[src/rtl/saph_fpu_pkg.sv]
// saph_fpu_pkg
// Shared types for the shader-core FPU issue path: the 32-bit float
// container, the operation mode encoding, request records and the issue
// stage state encoding.
package saph_fpu_pkg;

    localparam int SAPH_FPU_TAG_W = 5;

    typedef logic [31:0] float;

    typedef enum logic [1:0] {
        FPU_ADD  = 2'd0,
        FPU_MUL  = 2'd1,
        FPU_DIV  = 2'd2,
        FPU_SQRT = 2'd3
    } saph_fpu_mode_t;

    // Full core request as seen on the request port
    typedef struct packed {
        float                      lhs;
        float                      rhs;
        saph_fpu_mode_t            mode;
        logic [SAPH_FPU_TAG_W-1:0] tag;
    } saph_fpu_req_t;

    // Operand part of a request, stored next to a tag of configurable width
    typedef struct packed {
        float           lhs;
        float           rhs;
        saph_fpu_mode_t mode;
    } saph_fpu_op_t;

    typedef enum logic [1:0] {
        IDLE       = 2'd0,
        ISSUE      = 2'd1,
        RETIRE_ERR = 2'd2
    } saph_fpu_issue_state_t;

endpackage

[src/rtl/saph_fpi.sv]
// saph_fpi
// Handshake between a GPU-side requester and the FPU demultiplexer.
// The FPU answers a triggered-and-ready operation exactly `latency`
// cycles later on q_res; has_modes advertises which modes are implemented.
interface saph_fpi #(
    parameter int latency = 2
) ();
    import saph_fpu_pkg::*;

    logic           d_trig;
    float           d_lhs;
    float           d_rhs;
    saph_fpu_mode_t d_mode;
    logic           d_ready;
    logic [3:0]     has_modes;
    float           q_res;

    modport GPU (
        output d_trig, d_lhs, d_rhs, d_mode,
        input  d_ready, has_modes, q_res
    );

    modport FPU (
        input  d_trig, d_lhs, d_rhs, d_mode,
        output d_ready, has_modes, q_res
    );

endinterface

[src/rtl/saph_fpu_issue_fifo.sv]
// saph_fpu_issue_fifo
// Generic synchronous FIFO. Pointers carry one extra wrap bit so full and
// empty are told apart without a separate flag. ready_o is registered and
// reflects occupancy after the current cycle's push/pop, so a full FIFO
// never admits a push in the same cycle as a pop.
module saph_fpu_issue_fifo #(
    parameter int WIDTH = 8,
    parameter int DEPTH = 4,
    localparam int PtrW = $clog2(DEPTH) + 1
) (
    input  logic             clk,
    input  logic             rst_n,
    input  logic             push_i,
    input  logic [WIDTH-1:0] wdata_i,
    input  logic             pop_i,
    output logic [WIDTH-1:0] rdata_o,
    output logic             empty_o,
    output logic             full_o,
    output logic             ready_o,
    output logic [PtrW-1:0]  count_o
);

    logic [WIDTH-1:0] mem_q [DEPTH];
    logic [PtrW-1:0]  wrPtr_q, wrPtr_d;
    logic [PtrW-1:0]  rdPtr_q, rdPtr_d;
    logic [PtrW-1:0]  countNext;
    logic             ready_q;
    logic             doPush, doPop;

    assign count_o = wrPtr_q - rdPtr_q;
    assign empty_o = (wrPtr_q == rdPtr_q);
    assign full_o  = (wrPtr_q[PtrW-1] != rdPtr_q[PtrW-1]) &&
                     (wrPtr_q[PtrW-2:0] == rdPtr_q[PtrW-2:0]);
    assign doPush  = push_i && !full_o;
    assign doPop   = pop_i && !empty_o;
    assign rdata_o = mem_q[rdPtr_q[PtrW-2:0]];
    assign ready_o = ready_q;

    // Advance pointers by the accepted push/pop of this cycle
    always_comb begin
        wrPtr_d   = wrPtr_q + PtrW'(doPush);
        rdPtr_d   = rdPtr_q + PtrW'(doPop);
        countNext = wrPtr_d - rdPtr_d;
    end

    // Pointer and ready registers; ready looks at next-cycle occupancy
    always_ff @(posedge clk) begin
        if (!rst_n) begin
            wrPtr_q <= '0;
            rdPtr_q <= '0;
            ready_q <= 1'b1;
        end else begin
            wrPtr_q <= wrPtr_d;
            rdPtr_q <= rdPtr_d;
            ready_q <= (countNext < PtrW'(DEPTH));
        end
    end

    // Storage write; contents need no reset since pointers define validity
    always_ff @(posedge clk) begin
        if (doPush) begin
            mem_q[wrPtr_q[PtrW-2:0]] <= wdata_i;
        end
    end

endmodule

[src/rtl/saph_fpu_issue.sv]
// saph_fpu_issue
// In-order issue stage from the shader core's FP request port to the
// saph_fpi GPU port. Requests queue in a FIFO; the head drives d_* and
// is popped on d_trig && d_ready. Accepted tags walk a shadow pipeline
// as deep as the FPU latency so results come back tagged and in order.
// Heads whose mode no FPU implements are retired locally with res_err
// once everything older has left the pipeline.
// Optional: define SAPH_FPU_ISSUE_BYPASS_EN to let a supported request
// skip the empty FIFO and reach d_* combinationally in its push cycle.
module saph_fpu_issue
    import saph_fpu_pkg::*;
#(
    parameter int DEPTH = 4,
    parameter int TAG_W = SAPH_FPU_TAG_W
) (
    input  logic             clk,
    input  logic             rst_n,
    input  logic             req_valid,
    output logic             req_ready,
    input  float             req_lhs,
    input  float             req_rhs,
    input  logic [1:0]       req_mode,
    input  logic [TAG_W-1:0] req_tag,
    output logic             res_valid,
    output logic [TAG_W-1:0] res_tag,
    output float             res_value,
    output logic             res_err,
    output logic             busy,
    saph_fpi.GPU             fpi
);

    localparam int Lat    = fpi.latency;
    localparam int EntryW = $bits(saph_fpu_op_t) + TAG_W;
    localparam int CntW   = $clog2(DEPTH) + 1;

    logic                  fifoPush, fifoPop;
    logic                  fifoEmpty, fifoFull, fifoReady;
    logic [EntryW-1:0]     fifoWdata, fifoRdata;
    logic [CntW-1:0]       fifoCount;
    saph_fpu_op_t          reqOp, headOp;
    logic [TAG_W-1:0]      headTag;
    logic                  headSupported;
    saph_fpu_issue_state_t state;
    logic                  accept, bypass, retire;
    logic [TAG_W-1:0]      acceptTag;
    logic                  pipeEmpty, outValid;
    logic [TAG_W-1:0]      outTag;

    assign reqOp     = '{lhs: req_lhs, rhs: req_rhs, mode: saph_fpu_mode_t'(req_mode)};
    assign fifoWdata = {req_tag, reqOp};
    assign {headTag, headOp} = fifoRdata;

    assign req_ready = fifoReady;
    assign fifoPush  = req_valid && req_ready && !fifoFull && !bypass;
    assign fifoPop   = (accept && (state == ISSUE)) || retire;

    saph_fpu_issue_fifo #(
        .WIDTH (EntryW),
        .DEPTH (DEPTH)
    ) u_fifo (
        .clk     (clk),
        .rst_n   (rst_n),
        .push_i  (fifoPush),
        .wdata_i (fifoWdata),
        .pop_i   (fifoPop),
        .rdata_o (fifoRdata),
        .empty_o (fifoEmpty),
        .full_o  (fifoFull),
        .ready_o (fifoReady),
        .count_o (fifoCount)
    );

    assign headSupported = fpi.has_modes[headOp.mode];

    // State is a pure function of the current head; has_modes may change any cycle
    always_comb begin
        state = IDLE;
        if (!fifoEmpty) begin
            state = headSupported ? ISSUE : RETIRE_ERR;
        end
    end

    // Drive the FPU port from the head, or from the request itself when bypassing
    always_comb begin
        bypass     = 1'b0;
        fpi.d_trig = (state == ISSUE);
        fpi.d_lhs  = headOp.lhs;
        fpi.d_rhs  = headOp.rhs;
        fpi.d_mode = headOp.mode;
        acceptTag  = headTag;
`ifdef SAPH_FPU_ISSUE_BYPASS_EN
        // Errors never enter the tag pipeline, so an empty FIFO means nothing older can be pending
        if ((state == IDLE) && req_valid && req_ready && fpi.has_modes[req_mode]) begin
            fpi.d_trig = 1'b1;
            fpi.d_lhs  = req_lhs;
            fpi.d_rhs  = req_rhs;
            fpi.d_mode = saph_fpu_mode_t'(req_mode);
            acceptTag  = req_tag;
            bypass     = fpi.d_ready;
        end
`endif
        accept = fpi.d_trig && fpi.d_ready;
    end

    // An unsupported head retires only when no older result can still appear
    assign retire = (state == RETIRE_ERR) && pipeEmpty;

    if (Lat > 0) begin : g_pipe
        logic [Lat-1:0]   stValid_q;
        logic [TAG_W-1:0] stTag_q [Lat];

        // Shift each accepted tag one stage per cycle toward the result port
        always_ff @(posedge clk) begin
            if (!rst_n) begin
                stValid_q <= '0;
                for (int i = 0; i < Lat; i++) begin
                    stTag_q[i] <= '0;
                end
            end else begin
                stValid_q[0] <= accept;
                stTag_q[0]   <= acceptTag;
                for (int i = 1; i < Lat; i++) begin
                    stValid_q[i] <= stValid_q[i-1];
                    stTag_q[i]   <= stTag_q[i-1];
                end
            end
        end

        assign outValid  = stValid_q[Lat-1];
        assign outTag    = stTag_q[Lat-1];
        assign pipeEmpty = ~|stValid_q;
    end else begin : g_nopipe
        assign outValid  = accept;
        assign outTag    = acceptTag;
        assign pipeEmpty = 1'b1;
    end

    // Result port: FPU result at the output stage, else a local error retirement
    always_comb begin
        res_valid = 1'b0;
        res_tag   = '0;
        res_value = '0;
        res_err   = 1'b0;
        if (outValid) begin
            res_valid = 1'b1;
            res_tag   = outTag;
            res_value = fpi.q_res;
        end else if (retire) begin
            res_valid = 1'b1;
            res_tag   = headTag;
            res_err   = 1'b1;
        end
    end

    assign busy = (fifoCount != '0) || !pipeEmpty;

endmodule

[src/flat_wrapper.sv]
// flat-port wrapper written by rule: the top's interface ports become plain ports
module saph_fpu_issue_flat import saph_fpu_pkg::*;
#(
    parameter int DEPTH = 4,
    parameter int TAG_W = SAPH_FPU_TAG_W
)
  (clk, rst_n, req_valid, req_ready, req_lhs, req_rhs, req_mode, req_tag, res_valid, res_tag, res_value, res_err, busy, fpi_d_trig, fpi_d_lhs, fpi_d_rhs, fpi_d_mode, fpi_d_ready, fpi_has_modes, fpi_q_res);
  saph_fpi #(.latency(2)) fpi_i ();
  input  logic clk;
  input  logic rst_n;
  input  logic req_valid;
  output logic req_ready;
  input  float req_lhs;
  input  float req_rhs;
  input  logic [1:0] req_mode;
  input  logic [TAG_W-1:0] req_tag;
  output logic res_valid;
  output logic [TAG_W-1:0] res_tag;
  output float res_value;
  output logic res_err;
  output logic busy;
  output wire logic [$bits(fpi_i.d_trig)-1:0] fpi_d_trig;
  output wire logic [$bits(fpi_i.d_lhs)-1:0] fpi_d_lhs;
  output wire logic [$bits(fpi_i.d_rhs)-1:0] fpi_d_rhs;
  output wire logic [$bits(fpi_i.d_mode)-1:0] fpi_d_mode;
  input wire logic [$bits(fpi_i.d_ready)-1:0] fpi_d_ready;
  input wire logic [$bits(fpi_i.has_modes)-1:0] fpi_has_modes;
  input wire logic [$bits(fpi_i.q_res)-1:0] fpi_q_res;
  assign fpi_d_trig = fpi_i.d_trig;
  assign fpi_d_lhs = fpi_i.d_lhs;
  assign fpi_d_rhs = fpi_i.d_rhs;
  assign fpi_d_mode = fpi_i.d_mode;
  assign fpi_i.d_ready = fpi_d_ready;
  assign fpi_i.has_modes = fpi_has_modes;
  assign fpi_i.q_res = fpi_q_res;
  saph_fpu_issue #(.DEPTH(DEPTH), .TAG_W(TAG_W)) u_core (.clk(clk), .rst_n(rst_n), .req_valid(req_valid), .req_ready(req_ready), .req_lhs(req_lhs), .req_rhs(req_rhs), .req_mode(req_mode), .req_tag(req_tag), .res_valid(res_valid), .res_tag(res_tag), .res_value(res_value), .res_err(res_err), .busy(busy), .fpi(fpi_i));
endmodule
[config.mk]
export PLATFORM = sky130hd
export DESIGN_NAME = saph_fpu_issue_flat
export DESIGN_NICKNAME = d
export VERILOG_FILES = /design/src/rtl/saph_fpu_pkg.sv /design/src/rtl/saph_fpi.sv /design/src/rtl/saph_fpu_issue_fifo.sv /design/src/rtl/saph_fpu_issue.sv /design/src/flat_wrapper.sv
export SDC_FILE = /design/constraint.sdc
export NUM_CORES = 1
export LEC_CHECK = 0
export CAP_MARGIN = 10
export CORE_MARGIN = 8
export CORE_UTILIZATION = 49
export CTS_BUF_LIST = sky130_fd_sc_hd__clkbuf_8
export DETAILED_ROUTE_END_ITERATION = 8
export GPL_TIMING_DRIVEN = 0
export MAX_ROUTING_LAYER = met4
export PLACE_DENSITY_LB_ADDON = 0.12
export SLEW_MARGIN = 20
export SYNTH_ARGS = -nofsm -noshare
export SYNTH_HDL_FRONTEND = slang
export SYNTH_HIERARCHICAL = 1
export SYNTH_SLANG_ARGS = --single-unit
[constraint.sdc]
create_clock -name clk -period 6.8 [get_ports clk]
set_input_delay 1.36 -clock clk [delete_from_list [all_inputs] [get_ports clk]]
set_output_delay 1.36 -clock clk [all_outputs]
set_load 0.005 [all_outputs]
==> results.md <==
- The biggest fanout along the worst timing path is 10.
- The die is 169 um wide.
- TritonCTS built the clock tree.
- In this run the number of H-tree levels came out at 2.
- The max-slew violation total from the final report is 0.
- The mean instance size in the synthesized netlist is 22.4 um2.
- The path type of the worst setup path is flop to output port.
- Wires add up to about 24 mm.
- In the finished design, the share of the clock period the worst path needs comes to 0.763.
- The via total after detailed routing is 5876.
- The number of DRC violations after detailed-routing iteration 0 is 327.
- CTS saw 303 sinks.
- For the worst setup path, the data required time is 5440 ps.
- For this run the aggregate overflow at the end of global routing stands at 0.
- The final net count is 937.
- Headroom to the max-slew limit came out at 0.529.
- The share of the yosys chip area belonging to registers is 0.777.
- The clock root buffer master is sky130_fd_sc_hd__clkbuf_8.
- Setup violations remaining at the end of the flow were counted as 0.
- The area overhead of the layout relative to synthesis is 32.9%.
- For this run, asynchronously set or reset flops after synthesis account for 0.
- The number of vias per cell after detailed routing is 5.02.
- The number of cells upsized or downsized after cts is 0.
- The core region is ~0.023 mm2.
- The number of storage elements in the synthesis netlist is 303.
- In this run the vertical extent of the chip is between 150 and 200 um.
- The leakage power is 5.22 nW.
- The run finished with clean final reports.
- The number of hold-slack violations in the final timing report is 0.
- The top-area cell type share of the netlist area is 0.744.
- Registers take approximately 0.0089 mm2.
- At the worst endpoint, the arrival time is between 3000 and 4000 ps.
- TritonCTS created 47 clock buffers.
- Measured on the finished design, the core utilization comes to 0.657.
- The register clock-pin slew on the reported worst setup and hold paths is 60 ps.
- Clock skew on the completed layout was measured at 30.1 ps.
- In the synthesized netlist the dominant register cell turns out to be sky130_fd_sc_hd__edfxtp_1.
- In this run the core area contains 56 standard-cell rows.
- In this run, post-CTS hold repair placed 0 buffers.
- In the synthesized netlist, the cells that appear most often are sky130_fd_sc_hd__edfxtp_1 (284), sky130_fd_sc_hd__mux4_2 (72), sky130_fd_sc_hd__and2_1 (49).
- The maximum achievable frequency is about 190 MHz.
- In the post-route analysis, the smallest setup slack over all paths is 1610 ps.
- For this design the ratio of total power to cell area is 353 mW/mm2.
- The count of synthesis-stage warnings from yosys is 6.
- Before CTS, the worst setup slack after placement is 2140 ps.
- The most area-hungry cell type in the Yosys netlist is sky130_fd_sc_hd__edfxtp_1.
- The worst path needs 5190 ps of the cycle, external delays included.
- The number of antenna violations at the first check in global routing is 1.
- Setup repair after global routing left no endpoint under its margin.
- Yosys instantiated no cell more often than sky130_fd_sc_hd__edfxtp_1.
- The area enclosed by the die boundary is around 0.029 mm2.
- Summed over all nets, the half-perimeter wirelength after detailed placement is 17.4 mm.
- The tool flagged a number of max-cap violations equal to 0.
- The fraction of final layout cells with drive strength greater than 1 is 0.227.
- The count of buffers from port buffering is between 200 and 250.
- Summing internal, switching and leakage power gives 0.00538 W.
- The count of flip-flops with a built-in enable after synthesis is 284.
- For the pin with the worst max-slew slack, the measured transition is 702 ps.
- The summed instance area of the synthesized netlist is roughly 0.011 mm2.
- Summing all multi-input logic gate instances after layout gives 0.00236 mm2.
- The class of the worst hold path is flop to flop.
- The clock insertion delay at the later pin of the skew report is 540 ps.
- After synthesis, the netlist uses 25 different library cells.
- STA classifies the critical path endpoint as an output port.
- At the end of routability-driven placement, the weighted congestion stood at just over 0.9.
- The post-detailed-route count of antenna-violating nets is 0.
- For this run, the detailed router's first-pass iteration total came to 4.
- Across the VDD grid, the largest voltage drop is around 250 uV.
- When the netlist entered floorplanning its net count stood at 630.
- The final-layout fill cell count is 1588.
- The clock passes through at most 3 buffers.
- The element type at the critical path start is a flop.
- The first global-routing pass estimated 37.0 mm of wire.
- The count of mapped cells out of synthesis is between 500 and 600.
- The number of top-level design ports is approximately 220.
- For this configuration, the core starts out at a cell density of 0.494.
- After detailed routing, the average wire length per cell comes to 20.4 um.
- The number of global-route vias before repair came to 6644.
- By area the synthesized netlist is led by sky130_fd_sc_hd__edfxtp_1 (74%), sky130_fd_sc_hd__mux4_2 (14%), sky130_fd_sc_hd__dfxtp_1 (3.3%).
- The total routing resource utilization after global routing is 0.174.
- After detailed routing, the number of remaining DRC violations is 0.
- The maximum number of pins on one net before global-route repair is 12.
- The number of buffers added for setup after CTS is 0.
## state kept, by name (all words and copies together), names as in the netlist
signal / cells
u_core/u_fifo/mem_q: 284
u_core/g_pipe.stTag_q: 10
u_core/u_fifo/wrPtr_q: 3
u_core/u_fifo/rdPtr_q: 3
u_core/u_fifo/ready_o: 1
u_core/g_pipe.stValid_q: 2
## worst paths after layout
check,from,endpoint,slack (ps),cells past startpoint
min,u_core/g_pipe.stTag_q[0][3],u_core/g_pipe.stTag_q[0][8],420,1
max reg2reg,u_core/u_fifo/rdPtr_q[1],u_core/u_fifo/ready_o,2760,14
max,u_core/u_fifo/rdPtr_q[1],res_tag[3],1610,10
min reg2reg,u_core/g_pipe.stTag_q[0][3],u_core/g_pipe.stTag_q[0][8],420,1
## report_power, final
group | leakage, nW | switching, W | internal, W | total (W)
clock | 0.497 | 0.000626 | 0.000671 | 0.00130
sequential | 2.76 | 0.0000583 | 0.00232 | 0.00238
combinational | 1.97 | 0.000695 | 0.00101 | 0.00170
## worst max-delay path, stage by stage (launching register included)
cell and delay (ps):
sky130_fd_sc_hd__dfxtp_1 380, sky130_fd_sc_hd__clkbuf_1 500, sky130_fd_sc_hd__buf_2 400, sky130_fd_sc_hd__inv_1 80, sky130_fd_sc_hd__ha_1 310, sky130_fd_sc_hd__nand2_1 80, sky130_fd_sc_hd__nor2_1 80, sky130_fd_sc_hd__or2_2 310
sky130_fd_sc_hd__clkbuf_1 210, sky130_fd_sc_hd__o41ai_2 340, sky130_fd_sc_hd__clkdlybuf4s50_1 580
## cell type report
cell class | count | share of cell area
antenna | 1 | 0.000164
buffer | 24 | 0.0110
clock buffer | 50 | 0.0451
clock inverter | 32 | 0.00804
inverter | 13 | 0.00320
multi-input combinational | 171 | 0.155
sequential | 303 | 0.584
tap | 319 | 0.0262
timing repair buffer | 258 | 0.167
## logic make-up after synthesis
logic type / count (synthesis) / share of synthesized area
flops: 303 / 0.777
simple gates: 76 / 0.0381
mux: 73 / 0.143
buf+inv: 37 / 0.0189
fa+ha+maj: 8 / 0.00938
compound gates: 7 / 0.00818
xor+xnor: 7 / 0.00600
## per-stage QoR
stage | hold slack (ps) | area [um2] | std cells | setup TNS (ps)
CTS | 425 | 15200 | 1170 | 0
global placement | 409 | 14000 | 1048 | -1316440
floorplan | 406 | 11500 | 511 | -54740
global route | 438 | 15200 | 1171 | 0
finish | 423 | 15200 | 1171 | 0
detailed placement | 412 | 14400 | 1088 | 0
## placed cells by master, fill, tap and decap left out, types with 2 or more instances in the layout
cell | synthesis | final
sky130_fd_sc_hd__dfxtp_1 | 19 | 19
sky130_fd_sc_hd__buf_6 | 9 | 25
sky130_fd_sc_hd__clkinv_1 | 0 | 8
sky130_fd_sc_hd__inv_1 | 13 | 35
sky130_fd_sc_hd__clkinv_2 | 0 | 2
sky130_fd_sc_hd__nand2_1 | 10 | 10
sky130_fd_sc_hd__clkbuf_8 | 0 | 50
sky130_fd_sc_hd__o41ai_2 | 5 | 5
sky130_fd_sc_hd__nor3_2 | 0 | 4
sky130_fd_sc_hd__edfxtp_1 | 284 | 284
sky130_fd_sc_hd__xnor2_1 | 2 | 2
sky130_fd_sc_hd__clkbuf_1 | 7 | 7
sky130_fd_sc_hd__clkdlybuf4s50_1 | 0 | 218
sky130_fd_sc_hd__mux4_2 | 72 | 72
sky130_fd_sc_hd__and2_1 | 49 | 49
sky130_fd_sc_hd__nor3_1 | 7 | 3
sky130_fd_sc_hd__nor2_1 | 3 | 3
sky130_fd_sc_hd__nor2b_1 | 3 | 3
sky130_fd_sc_hd__ha_1 | 7 | 7
sky130_fd_sc_hd__xor2_1 | 4 | 4
sky130_fd_sc_hd__buf_4 | 0 | 24
sky130_fd_sc_hd__buf_2 | 8 | 8
## per-layer routing
layer,routed length (um),track usage,vias up,part of all wire
met3,1870,0.0550,31,0.078
met4,351,0.0450,0,0.015
li1,-,-,2697,-
met1,9630,0.202,2956,0.40
met2,12000,0.292,192,0.50
met5,0,-,-,0
(Power assumes the default switching activity.)
